## src/rtl/sub_chain_pipe.sv

```systemverilog
// sub_chain_pipe
//   Multi-lane registered bit chain. Each lane shifts its input through DEPTH
//   stages. The output register can invert the last stage. A valid/ready
//   snapshot port captures every stage as one packed word. A saturating
//   counter records the cycles in which the outputs changed.
//
// Ports
//   clk         rising-edge clock
//   rst         synchronous active-high reset
//   in_bits     [LANES]        lane inputs
//   invert_en   1 = output register stores the inverted last stage
//   out_bits    [LANES]        registered lane outputs
//   snap_req    capture request
//   snap_valid  snapshot held
//   snap_ready  consumer accepts the snapshot
//   snap_data   [LANES*DEPTH]  packed stages, bit l*DEPTH+k = stage[l][k]
//   cnt_clr     synchronous clear of the toggle counter
//   toggle_cnt  [CNT_W]        number of cycles in which out_bits changed
//   toggle_sat  toggle_cnt is all-ones
//
// Snapshot FSM
//   state  | meaning
//   S_IDLE | nothing held, snap_valid=0, waiting for snap_req
//   S_HOLD | snapshot held stable, snap_valid=1, waiting for snap_ready
module sub_chain_pipe #(
  parameter int LANES = 2,
  parameter int DEPTH = 4,
  parameter int CNT_W = 8
) (
  input  logic                   clk,
  input  logic                   rst,
  input  logic [LANES-1:0]       in_bits,
  input  logic                   invert_en,
  output logic [LANES-1:0]       out_bits,
  input  logic                   snap_req,
  output logic                   snap_valid,
  input  logic                   snap_ready,
  output logic [LANES*DEPTH-1:0] snap_data,
  input  logic                   cnt_clr,
  output logic [CNT_W-1:0]       toggle_cnt,
  output logic                   toggle_sat
);

  localparam int SW = LANES * DEPTH;

  typedef enum logic {
    S_IDLE = 1'b0,
    S_HOLD = 1'b1
  } snap_state_t;

  // Stages are stored directly in snapshot packing order, so a capture is a
  // plain copy of the register.
  logic [SW-1:0]    stage_q;
  logic [SW-1:0]    stage_d;
  logic [LANES-1:0] last_stage;
  logic [LANES-1:0] out_d;
  logic             out_change;

  snap_state_t      state_q;
  snap_state_t      state_d;
  logic             capture;

  always_comb begin
    stage_d    = '0;
    last_stage = '0;
    for (int l = 0; l < LANES; l++) begin
      stage_d[l*DEPTH] = in_bits[l];
      for (int k = 1; k < DEPTH; k++) begin
        stage_d[l*DEPTH+k] = stage_q[l*DEPTH+k-1];
      end
      last_stage[l] = stage_q[l*DEPTH+DEPTH-1];
    end
  end

  assign out_d      = last_stage ^ {LANES{invert_en}};
  assign out_change = (out_d != out_bits);

  always_ff @(posedge clk) begin
    if (rst) begin
      stage_q  <= '0;
      out_bits <= '0;
    end else begin
      stage_q  <= stage_d;
      out_bits <= out_d;
    end
  end

  // Clear wins over a simultaneous increment; the count sticks at all-ones.
  always_ff @(posedge clk) begin
    if (rst || cnt_clr) begin
      toggle_cnt <= '0;
    end else if (out_change && !toggle_sat) begin
      toggle_cnt <= toggle_cnt + 1'b1;
    end
  end

  assign toggle_sat = &toggle_cnt;

  // Snapshot FSM: state register
  always_ff @(posedge clk) begin
    if (rst) begin
      state_q <= S_IDLE;
    end else begin
      state_q <= state_d;
    end
  end

  // Snapshot FSM: next state
  always_comb begin
    state_d = state_q;
    case (state_q)
      S_IDLE: if (snap_req) state_d = S_HOLD;
      S_HOLD: if (snap_ready && !snap_req) state_d = S_IDLE;
      default: state_d = S_IDLE;
    endcase
  end

  // Snapshot FSM: outputs. A request while holding is only honoured on the
  // accepting edge (back-to-back); otherwise it is dropped.
  always_comb begin
    snap_valid = 1'b0;
    capture    = 1'b0;
    case (state_q)
      S_IDLE: capture = snap_req;
      S_HOLD: begin
        snap_valid = 1'b1;
        capture    = snap_req && snap_ready;
      end
      default: ;
    endcase
  end

  always_ff @(posedge clk) begin
    if (rst) begin
      snap_data <= '0;
    end else if (capture) begin
      snap_data <= stage_q;
    end
  end

endmodule

```

## config.mk

```make
export PLATFORM = sky130hd
export DESIGN_NAME = sub_chain_pipe
export DESIGN_NICKNAME = d
export VERILOG_FILES = /design/src/rtl/sub_chain_pipe.sv
export SDC_FILE = /design/constraint.sdc
export NUM_CORES = 1
export LEC_CHECK = 0
export ABC_AREA = 1
export CORE_ASPECT_RATIO = 0.7
export CORE_UTILIZATION = 40
export CTS_CLUSTER_DIAMETER = 50
export CTS_CLUSTER_SIZE = 20
export DETAILED_ROUTE_END_ITERATION = 16
export GPL_ROUTABILITY_DRIVEN = 0
export PLACE_DENSITY = 0.68
export SLEW_MARGIN = 30
export SYNTH_ARGS = -nofsm -noshare
export SYNTH_HDL_FRONTEND = slang
export SYNTH_SLANG_ARGS = --single-unit
```

## constraint.sdc

```tcl
create_clock -name clk -period 1.7 [get_ports clk]
set_input_delay 0.255 -clock clk [delete_from_list [all_inputs] [get_ports clk]]
set_output_delay 0.255 -clock clk [all_outputs]
set_load 0.05 [all_outputs]
```

Word-level counts from Yosys, hierarchy flattened
Index checks and enable logic that the tools add are counted.
{"block": "totals", "ff_bits": 27, "latchBits": 0, "ram_bits": 0, "rom_bits": 0, "inputBits": 8, "output_inout_bits": 20, "elab_cells": 21, "memories": 0}
{"block": "classes", "addsub": 1, "n_mul": 0, "div": 0, "n_lt_le_gt_ge": 0, "eq_ne": 1, "n_shift": 0, "n_mux": 5, "bitwise_logic": 2, "n_reduce_logical": 7}
{"operator": "8-bit by 1-bit adder with 8-bit output, second input constant", "n": 1}
{"operator": "8-bit AND reduction", "n": 1}
{"operator": "1-bit one-hot mux with 2 select lines", "n": 2}
{"operator": "1-bit logical AND", "n": 3}
{"operator": "1-bit two-way mux", "n": 3}
{"operator": "1-bit logical NOT", "n": 2}
{"operator": "2-bit != test", "n": 1}
{"operator": "2-bit bitwise XOR", "n": 1}
{"operator": "1-bit logical OR", "n": 1}
{"operator": "1-bit inverter", "n": 1}

Longest topological paths before layout
Gate-level depths: netlist of the first run.
{"block": "logic_depth", "ltp_word": 4, "depth_mapped": 9}

Least setup slack after synthesis of the first run
Ideal clock, no wire load.
{"block": "synth_timing", "path_kind": "reg-to-reg", "startpoint": "register toggle_cnt[0]", "endpoint": "register toggle_cnt[2]", "setup_time_ps": 117, "arrival_time_ps": 1928, "t_required_ps": 1583, "setup_slack_ps": -346, "path_stages_with_launch": 9, "synth_period_minus_slack_ps": 2046, "path_cell_list": "dfxtp_1 > ha_1 > nand3_1 > inv_1 > nand2_2 > inv_1 > nor2_1 > a21oi_1 > nor2_1"}
{"block": "synth_via", "elab_chain_len": 3, "word_cells_on_any_way": 4, "cone_classes": "add/sub (1); reduce/logical (3)"}
{"element": "start: declaration", "line": "40", "rtl": "output logic [CNT_W-1:0] toggle_cnt,"}
{"element": "start signal: assignment", "line": "93", "rtl": "toggle_cnt <= toggle_cnt + 1'b1;"}
{"element": "8-bit AND reduction", "line": "97", "rtl": "assign toggle_sat = &toggle_cnt;"}
{"element": "net toggle_sat", "line": "41", "rtl": "output logic toggle_sat"}
{"element": "1-bit logical NOT", "line": "92", "rtl": "end else if (out_change && !toggle_sat) begin"}
{"element": "1-bit logical AND", "line": "92"}
The timed path passes the listed nets, and every way through them passes these cells.
A chain may end at the register's enable or synchronous reset.

Worst setup path after layout of the first run
{"block": "layout_timing", "startpoint": "register toggle_cnt[0]", "endpoint": "output port toggle_sat"}
{"block": "layout_via", "elab_chain_len": 1}
{"element": "8-bit AND reduction", "line": "97"}
{"element": "end: declaration", "line": "41"}
Every way passes these cells.

==> results of run 1 <==
==> final cells by class <==
type	instances	area, sq um	area share
clock buffer	3	41.3	0.0282
clock inverter	1	5.00	0.00342
inverter	25	97.6	0.0666
multi-input combinational	98	472	0.322
sequential	27	552	0.377
tap	34	42.5	0.0290
timing repair buffer	30	255	0.174
==> sequential cells by signal, indices dropped and copies added, names as in the netlist <==
register	count
snap_data	8
stage_q	8
toggle_cnt	8
out_bits	2
state_q	1
==> cells by family after synthesis <==
kind of cell | count (synthesis)
flip-flops | 27
AND/OR/NAND/NOR | 71
buffers and inverters | 28
AO/OA/AOI/OAI | 26
adder cells (fa/ha/maj) | 1
==> synthesized netlist by cell type <==
| cell type | count |
|---|---|
| inv_2 | 1 |
| inv_1 | 24 |
| nand3_2 | 4 |
| nand3_1 | 7 |
| ha_1 | 1 |
| nor2_2 | 1 |
| clkbuf_1 | 1 |
| nor2_1 | 23 |
| buf_6 | 1 |
| nand2_1 | 31 |
| nor3b_1 | 1 |
| nand3b_1 | 2 |
| buf_2 | 1 |
| nand2_2 | 2 |
| o21ai_0 | 8 |
| a21oi_1 | 18 |
| dfxtp_1 | 27 |
==> worst max-delay path, stage by stage (launching register included) <==
cell and delay, ns:
dfxtp_4 0.37, ha_2 0.19, nand3_1 0.11, inv_2 0.06, nand2_4 0.07, clkinvlp_4 0.10, buf_12 0.15
==> worst max-delay path by stage <==
stage	endpoint	slack [ns]	cells after the start
finish	toggle_sat	0.12	6
global placement	toggle_cnt[3]	0.05	10
global route	toggle_sat	0.05	6
CTS	toggle_sat	0.03	6
detailed placement	toggle_cnt[3]	-0.005	10
floorplan	toggle_cnt[7]	-0.01	9
==> layout by cell type (no fill, tap or decap), drive strengths merged <==
cell type	Yosys	routed
o21ai	8	8
nand3	11	11
nor3b	1	1
clkinv	0	1
nand3b	2	2
nor2	24	24
dfxtp	27	27
clkdlybuf4s50	0	7
ha	1	1
clkinvlp	0	1
clkbuf	1	3
inv	25	24
buf	2	23
nand2	33	33
a21oi	18	18
==> repair_timing <==
item                                    CTS  global route
hold endpoints to repair                  0             0
setup buffers                             1             1
endpoints found under the setup margin    1             2
resized for setup                         1             3
==> per-layer routing <==
| metal | up-vias | GRT usage | wire length, um |
|---|---|---|---|
| li1 | 534 | - | - |
| met1 | 468 | 0.209 | 1050 |
| met2 | 24 | 0.263 | 1050 |
| met3 | 2 | 0.0520 | 108 |
| met4 | 0 | 0.0391 | 13 |
| met5 | - | 0 | 0 |
==> where the power goes <==
group	total, mW	internal (mW)	leakage, nW	switching, mW
sequential	0.675	0.659	0.225	0.0156
clock	0.349	0.164	0.0255	0.186
combinational	0.200	0.0658	0.417	0.134
==> through the flow <==
stage	total power [mW]	setup TNS [ns]	cells	utilization
finish	1.22	0	218	0.574
global route	1.28	0	218	0.574
CTS	1.24	0	217	0.569
detailed placement	0.891	-0.00497	212	0.546
global placement	0.885	0	212	0.546
floorplan	0.828	-0.0103	153	-
==> results by group, run 1 <==
STA
  • Final setup viols: 0
  • Rel. slew slack: 0.625
  • Hold_ws: 0.430 ns
  • Setup Skew: 0.00398 ns
  • Final Max Slew Viols: 0
  • Final-report hold violation count: 0
  • Worst Tran Pin Value: 0.560 ns
  • Fin crit share: 0.929
  • Final worst slack: 0.120 ns
  • Max Fclk: 633 MHz
  • RSZ-0062 raised after global routing: false
  • Min cycle time layout: 1.58 ns

CTS
  • # H-tree levels: 1
  • Hold buffers post-CTS: 0
  • Clk sinks: 27
  • Clock root buffer: clkbuf_8
  • Num CTS Buffers: 3
  • Clk Latency, worst-skew pair: 0.27 ns
  • Clock-pin slew on the worst setup and hold paths: 0.09 ns
  • CTS tree: built
  • Clock Tree Buf Depth: 2

Placed design
  • Port Buffers: 27
  • Post-detail-place hpwl: 1640 um
  • DP Area: 0.00139 sq mm
  • Placement Setup Slack: -0.00497 ns

Worst setup path
  • Crit Path Max Fanout: 5
  • Reg-to-reg endpoint: toggle_cnt[7]
  • Critical path type: reg2out
  • Worst r2r src: toggle_cnt[0]
  • CP Data Required Time: 1.44 ns
  • Critical Path AT: 1.32 ns
  • Reg2reg path depth: 10
  • Reg2reg setup slack: 0.23 ns
  • Worst setup EP type: output pin
  • Crit. Startpoint: toggle_cnt[0]
  • Startpoint Class: flip-flop

Drt
  • WL per Instance: 10.2 um
  • DR vias: 1028
  • Number of DRC markers in iteration 0: 26
  • Drc violations: 0
  • Post-Route WL: 2220 um
  • Drt first pass iters: 4
  • Vias per cell: 4.72
  • Routed Antenna Nets: 0

Min path
  • Worst hold endpoint: stage_q[6]
  • Hold Crit Class: reg2reg
  • Hold depth: 2
  • Hold Crit Start: stage_q[5]

Logic synthesis
  • Adder-Cell Fraction of Synth Area: 0.0112
  • Synth Register Bits: 27
  • Largest family of logic cells by synthesized area: simple AND/OR/NAND/NOR gates
  • Simple-Gate Fraction of Synth Area: 0.286
  • Mux cell area share after synthesis: 0
  • Synth unique cells: 17
  • Area contributors post-synth: dfxtp_1, nand2_1, a21oi_1
  • Post-synthesis compound-gate area fraction: 0.117
  • Synth warn: 0
  • Area leader, netlist: dfxtp_1
  • Mapped cell area: 0.00112 sq mm
  • Mean Syn Cell Area: 7.29 sq um
  • XOR/XNOR Fraction of Synth Area: 0
  • Register area share after synthesis: 0.484
  • Synth Instances: 153
  • Synth top area share: 0.484
  • Net count after synthesis: 162

Power and ir drop
  • PD cells: 835 mW/mm^2
  • Peak VDD IR: 593 uV
  • Pleak: 0.667 nW

Global routing
  • Largest net degree at the start of global routing: 17
  • First-pass GRT wire length: 3610 um
  • Remaining global-route overflow: 0
  • Gr usage total: 0.161
  • Initial antenna violation count: 0
  • Number of global-route vias before repair: 830

Floorplan
  • Die Y: 46.2 um
  • Die area: 0.00301 sq mm
  • Initial Util: 0.437
  • Core Region: 0.00255 sq mm
  • FP Rows: 15
  • Die W: 65.1 um
  • IO Count: 28

Finish
  • Layout area overhead: 31.3%
  • Layout cells sized above 1: 0.250
  • Fin area: 0.00147 sq mm
  • Ant. Diodes: 0
  • Fillers: 260
  • Final net count: 194

Status
  • Status: finished clean

Run
  • Max_cap viols: 0
Power figures use the tool's default switching activity.
==> run 2: changes to the inputs <==
--- a/config.mk
+++ b/config.mk
@@ -5,14 +5,14 @@
 export SDC_FILE = /design/constraint.sdc
 export NUM_CORES = 1
 export LEC_CHECK = 0
-export ABC_AREA = 1
 export CORE_ASPECT_RATIO = 0.7
 export CORE_UTILIZATION = 40
+export CTS_BUF_LIST = sky130_fd_sc_hd__clkbuf_8
 export CTS_CLUSTER_DIAMETER = 50
 export CTS_CLUSTER_SIZE = 20
 export DETAILED_ROUTE_END_ITERATION = 16
 export GPL_ROUTABILITY_DRIVEN = 0
-export PLACE_DENSITY = 0.68
+export PLACE_DENSITY = 0.69
 export SLEW_MARGIN = 30
 export SYNTH_ARGS = -nofsm -noshare
 export SYNTH_HDL_FRONTEND = slang
==> constraint.sdc (replaced) <==
create_clock -name clk -period 1.5 [get_ports clk]
set_input_delay 0.225 -clock clk [delete_from_list [all_inputs] [get_ports clk]]
set_output_delay 0.225 -clock clk [all_outputs]
set_load 0.05 [all_outputs]
==> run 2 against run 1 <==
Effect of this change:
- largest power group unchanged
- non-clock buffer count rose by 22
- flip-flop and latch count stayed put
- final cell count shrank 11%
- die area is 7.5% lower
- total power up 8.2%
- global-route usage up 3.2 points
- critical path depth down 1
- register-to-register slack lost 0.45 ns
- synthesized area down 7.7%
- the run now ends with negative setup slack left
==> results by group, run 2 <==
Worst setup path
  • Worst setup EP type: flip-flop (was output pin)
  • CP max stage delay: 0.41 ns (was 0.37 ns)
  • Top delay family on crit path: simple AND/OR/NAND/NOR gates (was flip-flops)
  • Critical path type: reg2reg (was reg2out)
  • Reg2reg setup slack: -0.22 ns (was 0.23 ns)
  • Critical-path top delay cell: or4_1 (was dfxtp_4)
  • Reg2reg path depth: 5 (was 10)
  • CP Data Required Time: 1.69 ns (was 1.44 ns)
  • Crit Path Max Fanout: 4 (was 5)
  • Reg-to-reg endpoint: toggle_cnt[4] (was toggle_cnt[7])
  • Critical Path AT: 1.91 ns (was 1.32 ns)
  • Bufs and invs on worst path: 0 (was 3)
  • Worst r2r src: stage_q[7] (was toggle_cnt[0])
  • Startpoint Class: flip-flop (unchanged)
  • Worst path cell trace: xor2_2 > and3_4 > or3b_4 > or4_1 > a21boi_1 (was ha_2 > nand3_1 > inv_2 > nand2_4 > clkinvlp_4 > buf_12)

STA
  • Min cycle time layout: 1.72 ns
  • Final-report hold violation count: 0 (unchanged)
  • Final setup viols: 8 (was 0)
  • Final worst slack: -0.222 ns (was 0.120 ns)
  • Setup Skew: 0.00212 ns (was 0.00398 ns)
  • Worst Tran Pin Value: 0.347 ns (was 0.560 ns)
  • Fin crit share: 1.15
  • RSZ-0062 raised after global routing: true (was false)
  • Max Fclk: 581 MHz
  • Final Max Slew Viols: 0 (unchanged)
  • Rel. slew slack: 0.767 (was 0.625)
  • Hold_ws: 0.458 ns (was 0.430 ns)

Global routing
  • Initial antenna violation count: 0 (unchanged)
  • First-pass GRT wire length: 4060 um (was 3610 um)
  • Gr usage total: 0.193 (was 0.161)
  • Global-route track usage on met1: 0.263 (was 0.209)
  • Remaining global-route overflow: 0 (unchanged)
  • Largest net degree at the start of global routing: 20 (was 17)
  • Met2 Use GR: 0.311 (was 0.263)
  • Number of global-route vias before repair: 857 (was 830)
  • Top Usage Layer GRT: met2 (unchanged)
  • Met3 Resource Use GR: 0.0567 (was 0.0520)

Logic synthesis
  • Synth Register Bits: 27 (unchanged)
  • Synth warn: 0 (unchanged)
  • Net count after synthesis: 116 (was 162)
  • Mean Syn Cell Area: 9.62 sq um (was 7.29 sq um)
  • Synth Flop Type: dfxtp_1 (unchanged)
  • Synth unique cells: 25 (was 17)
  • Mapped cell area: 0.00103 sq mm (was 0.00112 sq mm)
  • Register area share after synthesis: 0.525 (was 0.484)
  • Asr flop ratio synth: 0 (unchanged)
  • Area leader, netlist: dfxtp_1 (unchanged)
  • Top-count cell post-synth: dfxtp_1 (was nand2_1)
  • Synth top area share: 0.525 (was 0.484)
  • Area contributors post-synth: dfxtp_1, mux2i_1, nor2_1 (was dfxtp_1, nand2_1, a21oi_1)
  • Synth Instances: 107 (was 153)
  • Top cells by count, synth: dfxtp_1, nor2_1, mux2i_1, nor2b_1, nor3_1 (was nand2_1, dfxtp_1, inv_1)
  • Post-synth EDFFs: 0 (unchanged)

Floorplan
  • Core Region: 0.00229 sq mm (was 0.00255 sq mm)
  • Die W: 62.6 um (was 65.1 um)
  • FP Rows: 14 (was 15)
  • Initial Util: 0.449 (was 0.437)
  • IO Count: 28 (unchanged)
  • Die Y: 44.5 um (was 46.2 um)
  • Die area: 0.00278 sq mm (was 0.00301 sq mm)

Placed design
  • Port Buffers: 27 (unchanged)
  • Placed cells: 185 (was 212)
  • Post-detail-place hpwl: 1840 um (was 1640 um)
  • DP Area: 0.00152 sq mm (was 0.00139 sq mm)

CTS
  • Clk Latency, worst-skew pair: 0.26 ns (was 0.27 ns)
  • Clock-pin slew on the worst setup and hold paths: 0.08 ns (was 0.09 ns)
  • Clock Tree Buf Depth: 2 (unchanged)
  • Hold buffers post-CTS: 0 (unchanged)
  • Clk sinks: 27 (unchanged)
  • # H-tree levels: 1 (unchanged)
  • CTS tree: built (unchanged)
  • Clock root buffer: clkbuf_8 (unchanged)
  • Num CTS Buffers: 3 (unchanged)

Finish
  • Multi-input gate area: 520 sq um (was 472 sq um)
  • Ant. Diodes: 0 (unchanged)
  • Storage cell area: 576 sq um (was 552 sq um)
  • Layout area overhead: 60.5% (was 31.3%)
  • Fillers: 156 (was 260)
  • Layout cells sized above 1: 0.453 (was 0.250)
  • Biggest regs: snap_data (8), stage_q (8), toggle_cnt (8) (unchanged)
  • Cell Count, Final, Fillers Out: 193 (was 218)
  • Commonest non-fill, non-tap cells in the layout: buf_4, dfxtp_1, nor2_1 (was nand2_1, inv_1, nor2_1, buf_4, dfxtp_1)
  • Final net count: 171 (was 194)
  • Most common cell after layout, fill and taps aside: buf_4 (was nand2_1)
  • Fin area: 0.00165 sq mm (was 0.00147 sq mm)

Min path
  • Worst hold endpoint: stage_q[7] (was stage_q[6])
  • Hold depth: 1 (was 2)
  • Hold Crit Start: stage_q[6] (was stage_q[5])
  • Hold Crit Class: reg2reg (unchanged)

Drt
  • Routed Antenna Nets: 0 (unchanged)
  • DR vias: 936 (was 1028)
  • Post-Route WL: 2470 um (was 2220 um)
  • WL per Instance: 12.8 um (was 10.2 um)
  • Vias per cell: 4.85 (was 4.72)
  • Drt first pass iters: 4 (unchanged)
  • Number of DRC markers in iteration 0: 32 (was 26)
  • Drc violations: 0 (unchanged)

Status
  • Failing checks: negative setup slack
  • Status: finished with violations (was finished clean)

Power and ir drop
  • Pleak: 0.716 nW (was 0.667 nW)
  • PD cells: 801 mW/mm^2 (was 835 mW/mm^2)
  • Peak VDD IR: 722 uV (was 593 uV)

Run
  • Max_cap viols: 0 (unchanged)
[run 2: stage by stage]
step | util | setup TNS, ns | setup WS, ns | power, mW
2_1_floorplan | - | -1.04 | -0.242 | 0.858
3_3_place_gp | 0.664 | -1.72 | -0.359 | 0.939
3_5_place_dp | 0.664 | -2.00 | -0.396 | 0.946
4_1_cts | 0.700 | -0.871 | -0.195 | 1.34
5_1_grt | 0.720 | -1.78 | -0.279 | 1.39
6_report | 0.720 | -1.23 | -0.222 | 1.32
[run 2: area by class of cell]
cell class | instances | area share
clock buffer | 3 | 0.0250
clock inverter | 1 | 0.00227
inverter | 5 | 0.0114
multi-input combinational | 73 | 0.315
sequential | 27 | 0.348
tap | 32 | 0.0242
timing repair buffer | 52 | 0.274
[run 2: routing by layer]
metal | up-vias | routed length [um]
met3 | 2 | 142
met1 | 437 | 1180
li1 | 469 | -
met4 | 0 | 9
met5 | - | 0
met2 | 28 | 1140
[run 2: cells by family after synthesis]
kind of cell / count (synthesis) / synth area share
DFF: 27 / 0.525
muxes: 8 / 0.0778
adders and majority gates: 1 / 0.0121
buffers and inverters: 7 / 0.0255
xor gates and xnor gates: 7 / 0.0595
AOI/OAI and AO/OA: 11 / 0.0668
and+or+nand+nor: 46 / 0.233
[run 2: how the worst max path moves through the flow]
| stage | from | endpoint | slack (ns) | depth (start not counted) |
|---|---|---|---|---|
| after detailed placement | invert_en | toggle_cnt[4] | -0.40 | 5 |
| final | stage_q[7] | toggle_cnt[4] | -0.22 | 5 |
| after global placement | invert_en | toggle_cnt[6] | -0.36 | 5 |
| after CTS | stage_q[7] | toggle_cnt[6] | -0.19 | 5 |
| after global routing | stage_q[3] | toggle_cnt[4] | -0.28 | 5 |
| after floorplan | out_bits[0] | toggle_cnt[6] | -0.24 | 5 |
[run 2: timing repair]
action	in CTS	in global routing
gates resized for setup	6	6
setup buffers	2	2
pin swaps	1	1
endpoints found under the setup margin	9	9
[run 2: report_power, final]
| group | switching (mW) | internal, mW | leakage (nW) |
|---|---|---|---|
| registers | 0.0123 | 0.727 | 0.228 |
| clock network | 0.203 | 0.183 | 0.0269 |
| logic | 0.111 | 0.0889 | 0.461 |
